File: config.mk
export PLATFORM = sky130hd
export DESIGN_NAME = disp_scan_mux
export DESIGN_NICKNAME = d
export VERILOG_FILES = /design/src/rtl/disp_pkg.sv /design/src/rtl/slot_timer.sv /design/src/rtl/disp_scan_mux.sv
export SDC_FILE = /design/constraint.sdc
export NUM_CORES = 1
export LEC_CHECK = 0
export CAP_MARGIN = 20
export CELL_PAD_IN_SITES_DETAIL_PLACEMENT = 1
export CELL_PAD_IN_SITES_GLOBAL_PLACEMENT = 2
export CORE_UTILIZATION = 35
export DETAILED_ROUTE_END_ITERATION = 6
export PLACE_DENSITY = 0.89
export SETUP_SLACK_MARGIN = 0.1
export SYNTH_ARGS = -nofsm -noshare
export SYNTH_HDL_FRONTEND = slang
export SYNTH_HIERARCHICAL = 1
export SYNTH_SLANG_ARGS = --single-unit
File: constraint.sdc
create_clock -name clk -period 3.87 [get_ports clk]
set_input_delay 0.774 -clock clk [delete_from_list [all_inputs] [get_ports clk]]
set_output_delay 0.774 -clock clk [all_outputs]
set_load 0.02 [all_outputs]
File: src/rtl/disp_pkg.sv
// Shared types, constants and helpers for the display scan controller.
package disp_pkg;

    typedef enum logic [0:0] {GUARD, SHOW} scan_state_t;

    localparam int unsigned BCD_W      = 4;
    localparam logic [3:0]  BLANK_CODE = 4'hF;
    localparam int unsigned MAX_DIGITS = 8;

    // Blank leading zeros from the top digit down; digit 0 always survives.
    function automatic logic [BCD_W*MAX_DIGITS-1:0] lz_blank(
        input logic [BCD_W*MAX_DIGITS-1:0] d,
        input int                          n
    );
        logic [BCD_W*MAX_DIGITS-1:0] r;
        logic                        lead;
        r    = d;
        lead = 1'b1;
        for (int i = MAX_DIGITS - 1; i >= 1; i--) begin
            if (i < n) begin
                if (lead && (r[BCD_W*i +: BCD_W] == '0)) begin
                    r[BCD_W*i +: BCD_W] = BLANK_CODE;
                end else begin
                    lead = 1'b0;
                end
            end
        end
        return r;
    endfunction

endpackage

File: src/rtl/slot_timer.sv
// Per-slot cycle counter: wraps every PRESCALE cycles and flags the frame boundary.
module slot_timer #(
    parameter  int unsigned PRESCALE = 50000,
    localparam int unsigned CNT_W    = $clog2(PRESCALE)
) (
    input  logic             clk,
    input  logic             rst_n,
    input  logic             last_idx,
    output logic [CNT_W-1:0] cnt,
    output logic             wrap,
    output logic             boundary
);

    logic [CNT_W-1:0] cnt_d;

    always_comb begin
        wrap     = (cnt == CNT_W'(PRESCALE - 1));
        cnt_d    = wrap ? '0 : cnt + 1'b1;
        boundary = wrap & last_idx;
    end

    always_ff @(posedge clk or negedge rst_n) begin
        if (!rst_n) begin
            cnt <= '0;
        end else begin
            cnt <= cnt_d;
        end
    end

endmodule

File: src/rtl/disp_scan_mux.sv
// Multiplexed 7-segment scan controller with frame-synchronous digit loads.
// Optional LEADING_ZERO_BLANK_EN blanks leading zero digits at capture time.
module disp_scan_mux
    import disp_pkg::*;
#(
    parameter int unsigned N_DIGITS = 4,
    parameter int unsigned PRESCALE = 50000,
    parameter int unsigned DEADTIME = 500
) (
    input  logic                      clk,
    input  logic                      rst_n,
    input  logic [BCD_W*N_DIGITS-1:0] digits_in,
    input  logic                      load,
    output logic                      load_ack,
    output logic [BCD_W-1:0]          bcd,
    output logic [N_DIGITS-1:0]       an,
    output logic                      frame_tick
);

    localparam int unsigned IDX_W = $clog2(N_DIGITS);
    localparam int unsigned CNT_W = $clog2(PRESCALE);
    localparam int unsigned DW    = BCD_W * N_DIGITS;

    scan_state_t       state_q, state_d;
    logic [IDX_W-1:0]  idx_q, idx_d;
    logic [DW-1:0]     shadow_q, shadow_d, stored;
    logic [N_DIGITS-1:0] an_d;
    logic [BCD_W-1:0]  bcd_d;
    logic [CNT_W-1:0]  cnt;
    logic              wrap, boundary, last_idx, capture, guard_exit;

    assign last_idx = (idx_q == IDX_W'(N_DIGITS - 1));

    slot_timer #(
        .PRESCALE(PRESCALE)
    ) u_slot_timer (
        .clk     (clk),
        .rst_n   (rst_n),
        .last_idx(last_idx),
        .cnt     (cnt),
        .wrap    (wrap),
        .boundary(boundary)
    );

`ifdef LEADING_ZERO_BLANK_EN
    logic [BCD_W*MAX_DIGITS-1:0] blanked;
    assign blanked = lz_blank((BCD_W*MAX_DIGITS)'(digits_in), N_DIGITS);
    assign stored  = blanked[DW-1:0];
`else
    assign stored = digits_in;
`endif

    assign capture = boundary & load;
    // Leave GUARD one cycle early so SHOW lines up with cnt == DEADTIME.
    assign guard_exit = (DEADTIME == 0) || (cnt == CNT_W'(DEADTIME - 1));

    always_comb begin
        state_d  = state_q;
        idx_d    = idx_q;
        shadow_d = capture ? stored : shadow_q;
        an_d     = '1;
        bcd_d    = BLANK_CODE;

        if (wrap) begin
            idx_d = last_idx ? '0 : idx_q + 1'b1;
        end

        unique case (state_q)
            GUARD: if (guard_exit) state_d = SHOW;
            SHOW:  if (wrap && (DEADTIME != 0)) state_d = GUARD;
            default: state_d = GUARD;
        endcase

        // Outputs are computed from next-state values so they register in step with cnt.
        if (state_d == SHOW) begin
            an_d[idx_d] = 1'b0;
            bcd_d       = shadow_d[idx_d*BCD_W +: BCD_W];
        end
    end

    always_ff @(posedge clk or negedge rst_n) begin
        if (!rst_n) begin
            state_q    <= GUARD;
            idx_q      <= '0;
            shadow_q   <= {N_DIGITS{BLANK_CODE}};
            an         <= '1;
            bcd        <= BLANK_CODE;
            load_ack   <= 1'b0;
            frame_tick <= 1'b0;
        end else begin
            state_q    <= state_d;
            idx_q      <= idx_d;
            shadow_q   <= shadow_d;
            an         <= an_d;
            bcd        <= bcd_d;
            load_ack   <= capture;
            frame_tick <= boundary;
        end
    end

endmodule

Word-level counts from Yosys, hierarchy flattened:

Index checks and enable logic that the tools add are counted.

* register bits: 45
* word-level logic and storage cells: 32
* input port bits: 19

* add/sub/neg operators: 2
* order comparisons: 2
* reductions and logical operators: 1
* bitwise operators: 4
* mux-type cells: 11
* equality and inequality tests: 3
* shift-type cells: 1

Operators by type and width (count)
* $mux 16: 2
* $add 16x1->16 const B: 1
* $eq 16x16->1 const B: 1
* $eq 16x9->1 const B: 1
* $shiftx 16x5->4: 1
* $mux 4: 2
* $mux 2: 2
* $not 4->4: 1
* $lt 2x3->1 const B: 1
* $mux 1: 3
* $add 2x1->2 const B: 1
* $and 1x1->1: 2
* $demux 1 s2: 1
* $eq 2x2->1 const B: 1
* $ge 2x1->1 const B: 1
* $pmux 1 s2: 1
* $logic_and 1x1->1: 1
* $not 1->1: 1

Longest topological paths before layout:

Gate-level depths: netlist of run 1.

* depth in word-level cells: 9
* depth in mapped cells: 10
* depth with buffers taken out: 8

Hierarchy:

Netlist of run 1, hierarchy kept.

By module, submodules not included
* disp_scan_mux: times used 1, cells an instance 109, area an instance 1270.0 µm², sequential area each 755.7 µm²
* slot_timer: times used 1, cells an instance 69, area an instance 754.5 µm², sequential area each 400.4 µm²

Worst setup path before layout of run 1:

No wires, ideal clock.

* kind: register to register
* from: reg u_slot_timer.cnt[4]
* to: reg bcd[1]
* cell stages (with the launch flop): 10
* arrival time: 2.644 ns
* buffers on the path: 2
* data required time: 3.782 ns
* path slack: 1.137 ns
* period minus slack after synthesis: 2.733 ns
* cell sequence: dfrtp_1 -> or4b_1 -> nor4_2 -> buf_4 -> and2_1 -> nand2_1 -> buf_2 -> mux2i_1 -> o22ai_1 -> or3b_1

* cells in the longest elaborated chain, start to end: 6

Ends and longest elaborated chain
* start, declared: RTL line slot_timer.sv:9 `output logic [CNT_W-1:0] cnt,`
* start signal, assigned: RTL line slot_timer.sv:26 `cnt <= cnt_d;`
* $eq 16x16->1: RTL line slot_timer.sv:17 `wrap = (cnt == CNT_W'(PRESCALE - 1));`
* via wrap: RTL line disp_scan_mux.sv:30 `logic wrap, boundary, last_idx, capture, guard_exit;`
* $and 1x1->1: RTL line slot_timer.sv:19 `boundary = wrap & last_idx;`
* via boundary: RTL line disp_scan_mux.sv:30
* $and 1x1->1: RTL line disp_scan_mux.sv:53 `assign capture = boundary & load;`
* $mux 16: RTL line disp_scan_mux.sv:60 `shadow_d = capture ? stored : shadow_q;`
* $shiftx 16x5->4: RTL line disp_scan_mux.sv:77 `bcd_d = shadow_d[idx_d*BCD_W +: BCD_W];`
* $mux 4: RTL line disp_scan_mux.sv:75 `if (state_d == SHOW) begin`
* via bcd_d[1]: RTL line disp_scan_mux.sv:28 `logic [BCD_W-1:0] bcd_d;`
* end signal, assigned: RTL line disp_scan_mux.sv:87 `bcd <= BLANK_CODE;`
* end signal, assigned: RTL line disp_scan_mux.sv:95 `bcd <= bcd_d;`
* end, declared: RTL line disp_scan_mux.sv:15 `output logic [BCD_W-1:0] bcd,`

The timed path passes the listed nets, and every way through them passes these cells.

Worst setup path in the final report of run 1:

* from: reg u_slot_timer.cnt[4]
* to: reg bcd[3]

Same word-level chain as after synthesis.

==> impl_metrics.tcl, run 1 <==
set metrics [dict create \
    status "finished clean" \
    yosys-top-cells-count "24 x dfstp_2, 24 x inv_1, 21 x dfrtp_1" \
    vias 1403 \
    timing.reg2reg.setup_slack_ns 0.83 \
    maxCapViolations 0 \
    placed_cells_incl_taps 275 \
    number_of_flops_mapped_to_enable_cells_by_yosys 0 \
    clock_skew_ns 0.00931 \
    synthTopCellsByArea "dfstp_2 31%, dfrtp_1 26%, mux2i_1 8.4%" \
    fin_tns_setup_ns 0 \
    met1_length_mm 2.07 \
    slowest_stage "or4b_1" \
    post_synth_inst_count 178 \
    layout.filler_cells 633 \
    yosys_register_bits 45 \
    global_route_wire_length_before_repair_mm 7.08 \
    cp.buffers_inverters 0 \
    ys.flop_type "dfstp_2" \
    largest_stage_delay_on_the_critical_path_ns 0.54 \
    dr_wl_met2_mm 1.97 \
    cts_made_buffers 5 \
    timing_hold_violations_final 0 \
    grt_start_max_net_pins 46 \
    total_power_w 0.000798 \
    worstHoldPathType "flop to flop" \
    synth_sequential_area_ratio 0.571 \
    synthDominantCellAreaShare 0.311 \
    final_antenna_net_count 0 \
    wirelength_mm 4.26 \
    top_layer_used "met4" \
    setup_viol 0 \
    grt_pass1_vias 1455 \
    power.share.switching 0.229 \
    worst_ep_required_time_ns 4.10 \
    p_clk_frac 0.375 \
    post-cts-setup-buffers 0 \
    timing_worst_setup_path_type "flop to flop" \
    die_width_um 78.1 \
    vias_per_cell 4.96 \
    irDropWorstVdd_uv 156 \
    ys.warnings.count 6 \
    sequentialPowerShare 0.591 \
    cts-hold-fix-buffers 0 \
    syn2layout_area_growth_pct 21.4 \
    overall_global_routing_usage 0.154 \
    final-max-slew-violation-count 0 \
    total_leakage_power_nw 1.23 \
    area_of_combinational_cells_with_multiple_inputs_um2 751 \
    worst-slew-pin-transition_ns 0.967 \
    htree_num_levels 2 \
    area_of_the_placeable_core_um2 5540 \
    final_cells 283 \
    gp_congestion 0.722 \
    max_freq_mhz 329 \
    cts_tree "done" \
    final_net_count 231 \
    gr-total-overflow 0 \
    detail_route.wl_per_cell_um 15.0 \
    slew-limit-headroom 0.356 \
    chipHeight_um 78.1 \
    dr_wl_met3_um 134 \
    insertion_delay_ns 0.31 \
    detailedRoute.firstPassIterationCount 4 \
    start_util 0.365 \
    crit_fanout 17 \
    synth_largest_area_cell "dfstp_2" \
    grt_setup_unrepaired "no" \
    synth_cell_type_count 35 \
    detail_route.drc_violations 0 \
    crit_chain "or4b_1, nor4_2, and2_1, nand2_1, mux2i_1, o22ai_1, or3b_1" \
    n_antenna_cell 0 \
    ctsRootBufferMaster "clkbuf_8" \
    drtIter0Drc 79 \
    worst_setup_hold_path_clk_slew_ns 0.09 \
    postSynth.asyncResetShare 1.00 \
    regArea_um2 1160 \
    number_of_primary_i_o_pins 29 \
    cp-start-kind "flop" \
    post_synth_instance_area_um2 2020 \
    io_buffer_count 28 \
    dp.final_hpwl_mm 2.98 \
    fp.dieArea_um2 6090 \
    mappedNetlistNets 199 \
    combinational_group_share_of_total_power 0.034 \
    clock_sink_count 45 \
    post-route-period-util 0.786 \
    pwr_density_cell_nw_per_um2 324 \
    ctsLongestPathBuffers 2 \
    rows 27 \
    crit_family "simple AND/OR/NAND/NOR gates" \
    internal_power_w 0.000615 \
    syn_area_per_cell_um2 11.4 \
    net-switching-power_w 0.000183 \
    grt_antenna_before_repair 0 \
    drive_gt1_frac 0.185 \
    setup.worst_path.end_class "flop" \
    post_cts.resized_instances 0 \
    arrival_ns 3.28 \
    post_route_minimum_period_ns 3.04 \
]
final cells by class:
| type | count | area share |
|---|---|---|
| multi-input combinational | 105 | 0.305 |
| clock buffer | 5 | 0.0280 |
| sequential | 45 | 0.470 |
| tap | 72 | 0.0366 |
| inverter | 24 | 0.0366 |
| clock inverter | 3 | 0.00814 |
| timing repair buffer | 29 | 0.115 |
worst reg2reg max path: stages, from the launching register on:
cell and delay [ns]:
dfrtp_1 0.46, or4b_1 0.54, nor4_2 0.31, and2_1 0.19
nand2_1 0.52, mux2i_1 0.43, o22ai_1 0.11, or3b_1 0.41
layout by cell type (no fill, tap or decap), types with 3 or more instances in the layout:
cell type,n
clkdlybuf4s50_1,27
nand4_1,6
xnor2_1,5
nor4_1,4
or3b_1,4
o22ai_1,8
nand3_1,4
inv_1,24
dfstp_2,24
xor2_1,7
dfrtp_1,21
nand2_1,15
clkbuf_8,5
nand2b_1,3
nor2_1,9
mux2i_1,17
final timing paths:
check | depth (start not counted) | from | end
min in group asynchronous | 1 | rst_n | u_slot_timer/cnt[2]
worst min-delay path | 1 | u_slot_timer/cnt[7] | u_slot_timer/cnt[7]
worst max-delay path | 7 | u_slot_timer/cnt[4] | bcd[3]
worst max register to register | 7 | u_slot_timer/cnt[4] | bcd[3]
max in group asynchronous | 1 | rst_n | u_slot_timer/cnt[10]
worst min register to register | 1 | u_slot_timer/cnt[7] | u_slot_timer/cnt[7]
cells by family after synthesis:
kind of cell | synth area share
buffers and inverters | 0.0581
AO/OA/AOI/OAI | 0.0538
multiplexers | 0.0841
adder cells (fa/ha/maj) | 0.0124
XOR/XNOR | 0.0519
flip-flops | 0.571
AND/OR/NAND/NOR | 0.169
routing by layer:
layer | track usage | vias up
met5 | 0 | -
met2 | 0.243 | 26
met4 | 0.0611 | 0
met1 | 0.208 | 700
li1 | - | 670
met3 | 0.0326 | 7
power by group through the flow:
stage / Sequential, W / Clock (W) / Combinational, W
floorplan: 0.000480 / 0 / 0.000000477
global placement: 0.000479 / 0 / 0.0000285
detailed placement: 0.000479 / 0 / 0.0000281
CTS: 0.000471 / 0.000309 / 0.0000283
global route: 0.000471 / 0.000327 / 0.0000302
finish: 0.000471 / 0.000299 / 0.0000273
state kept, by name, indices dropped and copies added (netlist names):
name              cells
shadow_q             16
u_slot_timer/cnt     16
an                    4
bcd                   4
idx_q                 2
frame_tick            1
load_ack              1
state_q               1
metrics by stage:
step | utilization | hold slack [ns] | cell area, um2 | setup WS, ns
4_1_cts | 0.444 | 0.537 | 2460 | 0.768
6_report | 0.444 | 0.530 | 2460 | 0.827
3_5_place_dp | 0.428 | 0.520 | 2370 | 0.797
3_3_place_gp | 0.428 | 0.496 | 2370 | 0.840
5_1_grt | 0.444 | 0.556 | 2460 | 0.594
2_1_floorplan | - | 0.478 | 2020 | 1.14
No activity file was read; power rests on OpenSTA's default activity.
==> run 2: changes to the inputs <==
==> constraint.sdc (replaced) <==
create_clock -name clk -period 2.9 [get_ports clk]
set_input_delay 0.58 -clock clk [delete_from_list [all_inputs] [get_ports clk]]
set_output_delay 0.58 -clock clk [all_outputs]
set_load 0.02 [all_outputs]
==> run 2 against run 1 <==
Against the previous run:
- final cell count increased by 1.4%
- cell area increased by 1.9%
- clock power increased by 30%
- via count decreased by 1.4%
==> impl_metrics.tcl, run 2 (synthesis gave the netlist of run 1 again) <==
set metrics [dict create \
    status "finished clean" \
    detail_route.drc_violations 0 \
    worst-slew-pin-transition_ns 0.328 \
    area_of_the_placeable_core_um2 5540 \
    timing_worst_setup_path_type "flop to flop" \
    worstHoldPathType "input port to async pin" \
    n_antenna_cell 0 \
    worstReg2RegStart "u_slot_timer/cnt[7]" \
    maxCapViolations 0 \
    arrival_ns 2.78 \
    timing_hold_violations_final 0 \
    cp-start-kind "flop" \
    setup.worst_path.end_class "flop" \
    timing.reg2reg.setup_slack_ns 0.35 \
    fin_tns_setup_ns 0 \
    wirelength_mm 4.15 \
    grt_start_max_net_pins 46 \
    total_leakage_power_nw 1.26 \
    ctsLongestPathBuffers 2 \
    layout.cells.most_common_list "27 x clkdlybuf4s50_1, 24 x inv_1, 24 x dfstp_2, 21 x dfrtp_1, 17 x mux2i_1" \
    cts_made_buffers 5 \
    rows 27 \
    drive_gt1_frac 0.205 \
    clock_sink_count 45 \
    syn2layout_area_growth_pct 23.8 \
    drtIter0Drc 76 \
    total_power_w 0.00106 \
    final_net_count 235 \
    r2r_end "bcd[0]" \
    final-max-slew-violation-count 0 \
    detailedRoute.firstPassIterationCount 4 \
    p_clk_frac 0.368 \
    setup_viol 0 \
    crit_chain "or4b_1, nor4_2, buf_4, nand2b_1, o22a_1, o22ai_1, or3b_1" \
    max_freq_mhz 392 \
    post_route_minimum_period_ns 2.55 \
    area_of_combinational_cells_with_multiple_inputs_um2 756 \
    final_antenna_net_count 0 \
    pwr_density_cell_nw_per_um2 422 \
    vias_per_cell 4.82 \
    global_route_wire_length_before_repair_mm 7.23 \
    htree_num_levels 2 \
    grt_setup_unrepaired "no" \
    dp_worst_setup_slack_ns 0.317 \
    fp.dieArea_um2 6090 \
    slowest_stage "or4b_1" \
    worst_setup_hold_path_clk_slew_ns 0.09 \
    worst_ep_required_time_ns 3.13 \
    grt_pass1_vias 1515 \
    sequentialPowerShare 0.595 \
    crit_fanout 18 \
    regArea_um2 1160 \
    clock_skew_ns 0.00563 \
    net-switching-power_w 0.000233 \
    insertion_delay_ns 0.30 \
    ctsRootBufferMaster "clkbuf_8" \
    dp.final_hpwl_mm 2.99 \
    internal_power_w 0.000824 \
    power.share.switching 0.220 \
    io_buffer_count 28 \
    die_width_um 78.1 \
    number_of_primary_i_o_pins 29 \
    slew-limit-headroom 0.779 \
    start_util 0.365 \
    top_regs "shadow_q: 16 flops, u_slot_timer/cnt: 16 flops" \
    chipHeight_um 78.1 \
    layout.cells.most_common "clkdlybuf4s50_1" \
    largest_stage_delay_on_the_critical_path_ns 0.55 \
    gp_congestion 0.776 \
    overall_global_routing_usage 0.154 \
    timing.final.ws_setup_ns 0.349 \
    cts_tree "done" \
    gr-total-overflow 0 \
    combinational_group_share_of_total_power 0.038 \
    irDropWorstVdd_uv 158 \
    layout.filler_cells 620 \
    vias 1383 \
    post-route-period-util 0.880 \
    grt_antenna_before_repair 0 \
    detail_route.wl_per_cell_um 14.4 \
    reg2reg_depth 7 \
]
-- run 2: critical path: cells and delay by family, from the launching register on --
family | cells | cell delay [ns]
compound gates | 2 | 0.39
simple gates | 4 | 1.41
buf+inv | 1 | 0.27
flops | 1 | 0.42
-- run 2: through the flow --
| step | instance area (um2) | instances | util | hold WS [ns] |
|---|---|---|---|---|
| floorplan | 2020 | 178 | - | 0.284 |
| global placement | 2390 | 278 | 0.432 | 0.496 |
| detailed placement | 2390 | 278 | 0.432 | 0.517 |
| CTS | 2480 | 286 | 0.448 | 0.477 |
| global route | 2510 | 287 | 0.452 | 0.0995 |
| finish | 2510 | 287 | 0.452 | 0.104 |
-- run 2: metal layers --
layer	vias up	part of all wire	track usage
met2	20	0.49	0.249
met5	-	0	0
met3	7	0.028	0.0326
met1	674	0.47	0.202
li1	682	-	-
met4	0	0.019	0.0611
-- run 2: what timing repair did --
item / in CTS / in global routing
setup buffers: 0 / 0
gates resized for setup: 0 / 1
endpoints found under the setup margin: 0 / 4
hold buffers: 0 / 0
-- run 2: worst max-delay path by stage --
stage / from / to / slack, ns / cells after the start
5_1_grt: u_slot_timer/cnt[5] / bcd[3] / 0.12 / 8
3_5_place_dp: u_slot_timer/cnt[0] / bcd[2] / 0.32 / 9
2_1_floorplan: u_slot_timer/cnt[4] / bcd[1] / 0.17 / 9
6_report: u_slot_timer/cnt[7] / bcd[0] / 0.35 / 7
3_3_place_gp: u_slot_timer/cnt[0] / bcd[0] / 0.38 / 9
4_1_cts: u_slot_timer/cnt[0] / bcd[2] / 0.31 / 9
-- run 2: cell type report --
| type | count | area share |
|---|---|---|
| Timing Repair Buffer | 33 | 0.130 |
| Multi-Input combinational cell | 105 | 0.302 |
| Clock inverter | 3 | 0.00799 |
| Inverter | 24 | 0.0359 |
| Clock buffer | 5 | 0.0275 |
| Tap cell | 72 | 0.0359 |
| Sequential cell | 45 | 0.461 |
-- run 2: power by group through the flow --
stage / Sequential [W] / Clock [W] / Combinational, W
final: 0.000629 / 0.000389 / 0.0000397
after global routing: 0.000629 / 0.000429 / 0.0000441
after CTS: 0.000629 / 0.000406 / 0.0000380
after detailed placement: 0.000640 / 0 / 0.0000379
after global placement: 0.000640 / 0 / 0.0000378
after floorplan: 0.000640 / 0 / 0.000000636
==> run 3: changes to the inputs <==
--- a/config.mk
+++ b/config.mk
@@ -12,6 +12,7 @@
 export DETAILED_ROUTE_END_ITERATION = 6
 export PLACE_DENSITY = 0.89
 export SETUP_SLACK_MARGIN = 0.1
+export SLEW_MARGIN = 40
 export SYNTH_ARGS = -nofsm -noshare
 export SYNTH_HDL_FRONTEND = slang
 export SYNTH_HIERARCHICAL = 1
==> run 3 against run 2 <==
Against the previous run:
- sequential cell count unchanged
- via count down 1.8%
- clock power up 4%
- register-to-register slack about the same
- worst hold slack better by 0.16 ns
- maximum frequency down 0.35%
- critical path depth unchanged
- largest cell class unchanged
- highest routed layer unchanged
==> impl_metrics.tcl, run 3 (synthesis gave the netlist of run 1 again) <==
set metrics [dict create \
    layout.cell_area.non_filler_um2 2490 \
    irDropWorstVdd_uv 235 \
    grt_pass1_vias 1538 \
    rows 27 \
    dp_worst_setup_slack_ns 0.314 \
    post_route_minimum_period_ns 2.56 \
    final_net_count 234 \
    fp.dieArea_um2 6090 \
    post_cts.resized_instances 0 \
    final_antenna_net_count 0 \
    vias 1358 \
    grt_antenna_before_repair 0 \
    worst-slew-pin-transition_ns 0.559 \
    timing.final.ws_setup_ns 0.340 \
    status "finished clean" \
    total_leakage_power_nw 1.25 \
    setup.worst_path.end_class "flop" \
    sequentialPowerShare 0.588 \
    cp-start-kind "flop" \
    syn2layout_area_growth_pct 23.2 \
    p_clk_frac 0.377 \
    timing_worst_setup_path_type "flop to flop" \
    global_route_wire_length_before_repair_mm 7.36 \
    dp.final_hpwl_mm 2.98 \
    crit_chain "or4b_1, nor4_2, buf_4, nand2b_1, o22a_1, o22ai_1, or3b_1" \
    worst_ep_required_time_ns 3.12 \
    gr-total-overflow 0 \
    arrival_ns 2.78 \
    fin_tns_setup_ns 0 \
    pwr_density_cell_nw_per_um2 429 \
    worstHoldPathType "input port to async pin" \
    slowest_stage "or4b_1" \
    gp_congestion 0.776 \
    grt_start_max_net_pins 46 \
    cts_tree "done" \
    largest_stage_delay_on_the_critical_path_ns 0.55 \
    start_util 0.365 \
    number_of_primary_i_o_pins 29 \
    worstReg2RegStart "u_slot_timer/cnt[7]" \
    io_buffer_count 28 \
    detail_route.drc_violations 0 \
    area_of_the_placeable_core_um2 5540 \
    layout.cells.most_common "clkdlybuf4s50_1" \
    cts-hold-fix-buffers 0 \
    power.share.switching 0.227 \
    maxCapViolations 0 \
    internal_power_w 0.000826 \
    net-switching-power_w 0.000243 \
    hold_ws_ns 0.261 \
    overall_global_routing_usage 0.155 \
    slew-limit-headroom 0.628 \
    insertion_delay_ns 0.30 \
    setup_viol 0 \
    ctsRootBufferMaster "clkbuf_8" \
    clock_skew_ns 0.00638 \
    crit_fanout 18 \
    drive_gt1_frac 0.201 \
    cts_made_buffers 5 \
    layout.cells.most_common_list "27 x clkdlybuf4s50_1, 24 x inv_1, 24 x dfstp_2, 21 x dfrtp_1, 17 x mux2i_1" \
    vias_per_cell 4.75 \
    total_power_w 0.00107 \
    ctsLongestPathBuffers 2 \
    wirelength_mm 4.11 \
    detailedRoute.firstPassIterationCount 4 \
    cp.buffers_inverters 1 \
    combinational_group_share_of_total_power 0.034 \
    detail_route.wl_per_cell_um 14.4 \
    crit_family "simple AND/OR/NAND/NOR gates" \
    htree_num_levels 2 \
    final-max-slew-violation-count 0 \
    timing_hold_violations_final 0 \
    die_width_um 78.1 \
    top_regs "shadow_q: 16 flops, u_slot_timer/cnt: 16 flops" \
    max_freq_mhz 391 \
    drtIter0Drc 107 \
    post-route-period-util 0.883 \
    postPlaceCellArea_um2 2390 \
    post-cts-setup-buffers 0 \
    clock_sink_count 45 \
    worst_setup_hold_path_clk_slew_ns 0.09 \
    grt_setup_unrepaired "no" \
    chipHeight_um 78.1 \
    critPathLaunch "u_slot_timer/cnt[7]" \
    n_antenna_cell 0 \
]
[run 3: stage by stage]
step,utilization,cells
after global placement,0.432,278
final,0.450,286
after CTS,0.449,286
after detailed placement,0.432,278
after floorplan,-,178
after global routing,0.450,286
[run 3: final timing paths]
kind,end,cells past startpoint,slack (ns)
max reg2reg,bcd[0],7,0.34
min in group clk,u_slot_timer/cnt[11],1,0.55
max,bcd[0],7,0.34
min reg2reg,u_slot_timer/cnt[11],1,0.55
min,u_slot_timer/cnt[8],1,0.26
max in group asynchronous,an[1],1,2.24
[run 3: final cells by class]
cell class,count,area (um2)
well taps,72,90.1
clock buffers,5,68.8
repair buffers,32,308
flip-flops and latches,45,1160
multi-input cells,105,756
clock inverters,3,25.0
inverters,24,90.1
fillers,620,3050
[run 3: layer usage]
layer,wire length [um],up-vias,GRT usage
met2,1950,20,0.246
met1,1990,659,0.208
met3,121,4,0.0337
met5,0,-,0
met4,56,0,0.0556
li1,-,675,-
[run 3: power groups by stage]
stage | logic (W) | registers (W) | clock network [W]
after floorplan | 0.000000636 | 0.000640 | 0
after global placement | 0.0000378 | 0.000640 | 0
after detailed placement | 0.0000383 | 0.000640 | 0
after CTS | 0.0000384 | 0.000629 | 0.000419
after global routing | 0.0000410 | 0.000629 | 0.000443
final | 0.0000367 | 0.000629 | 0.000403
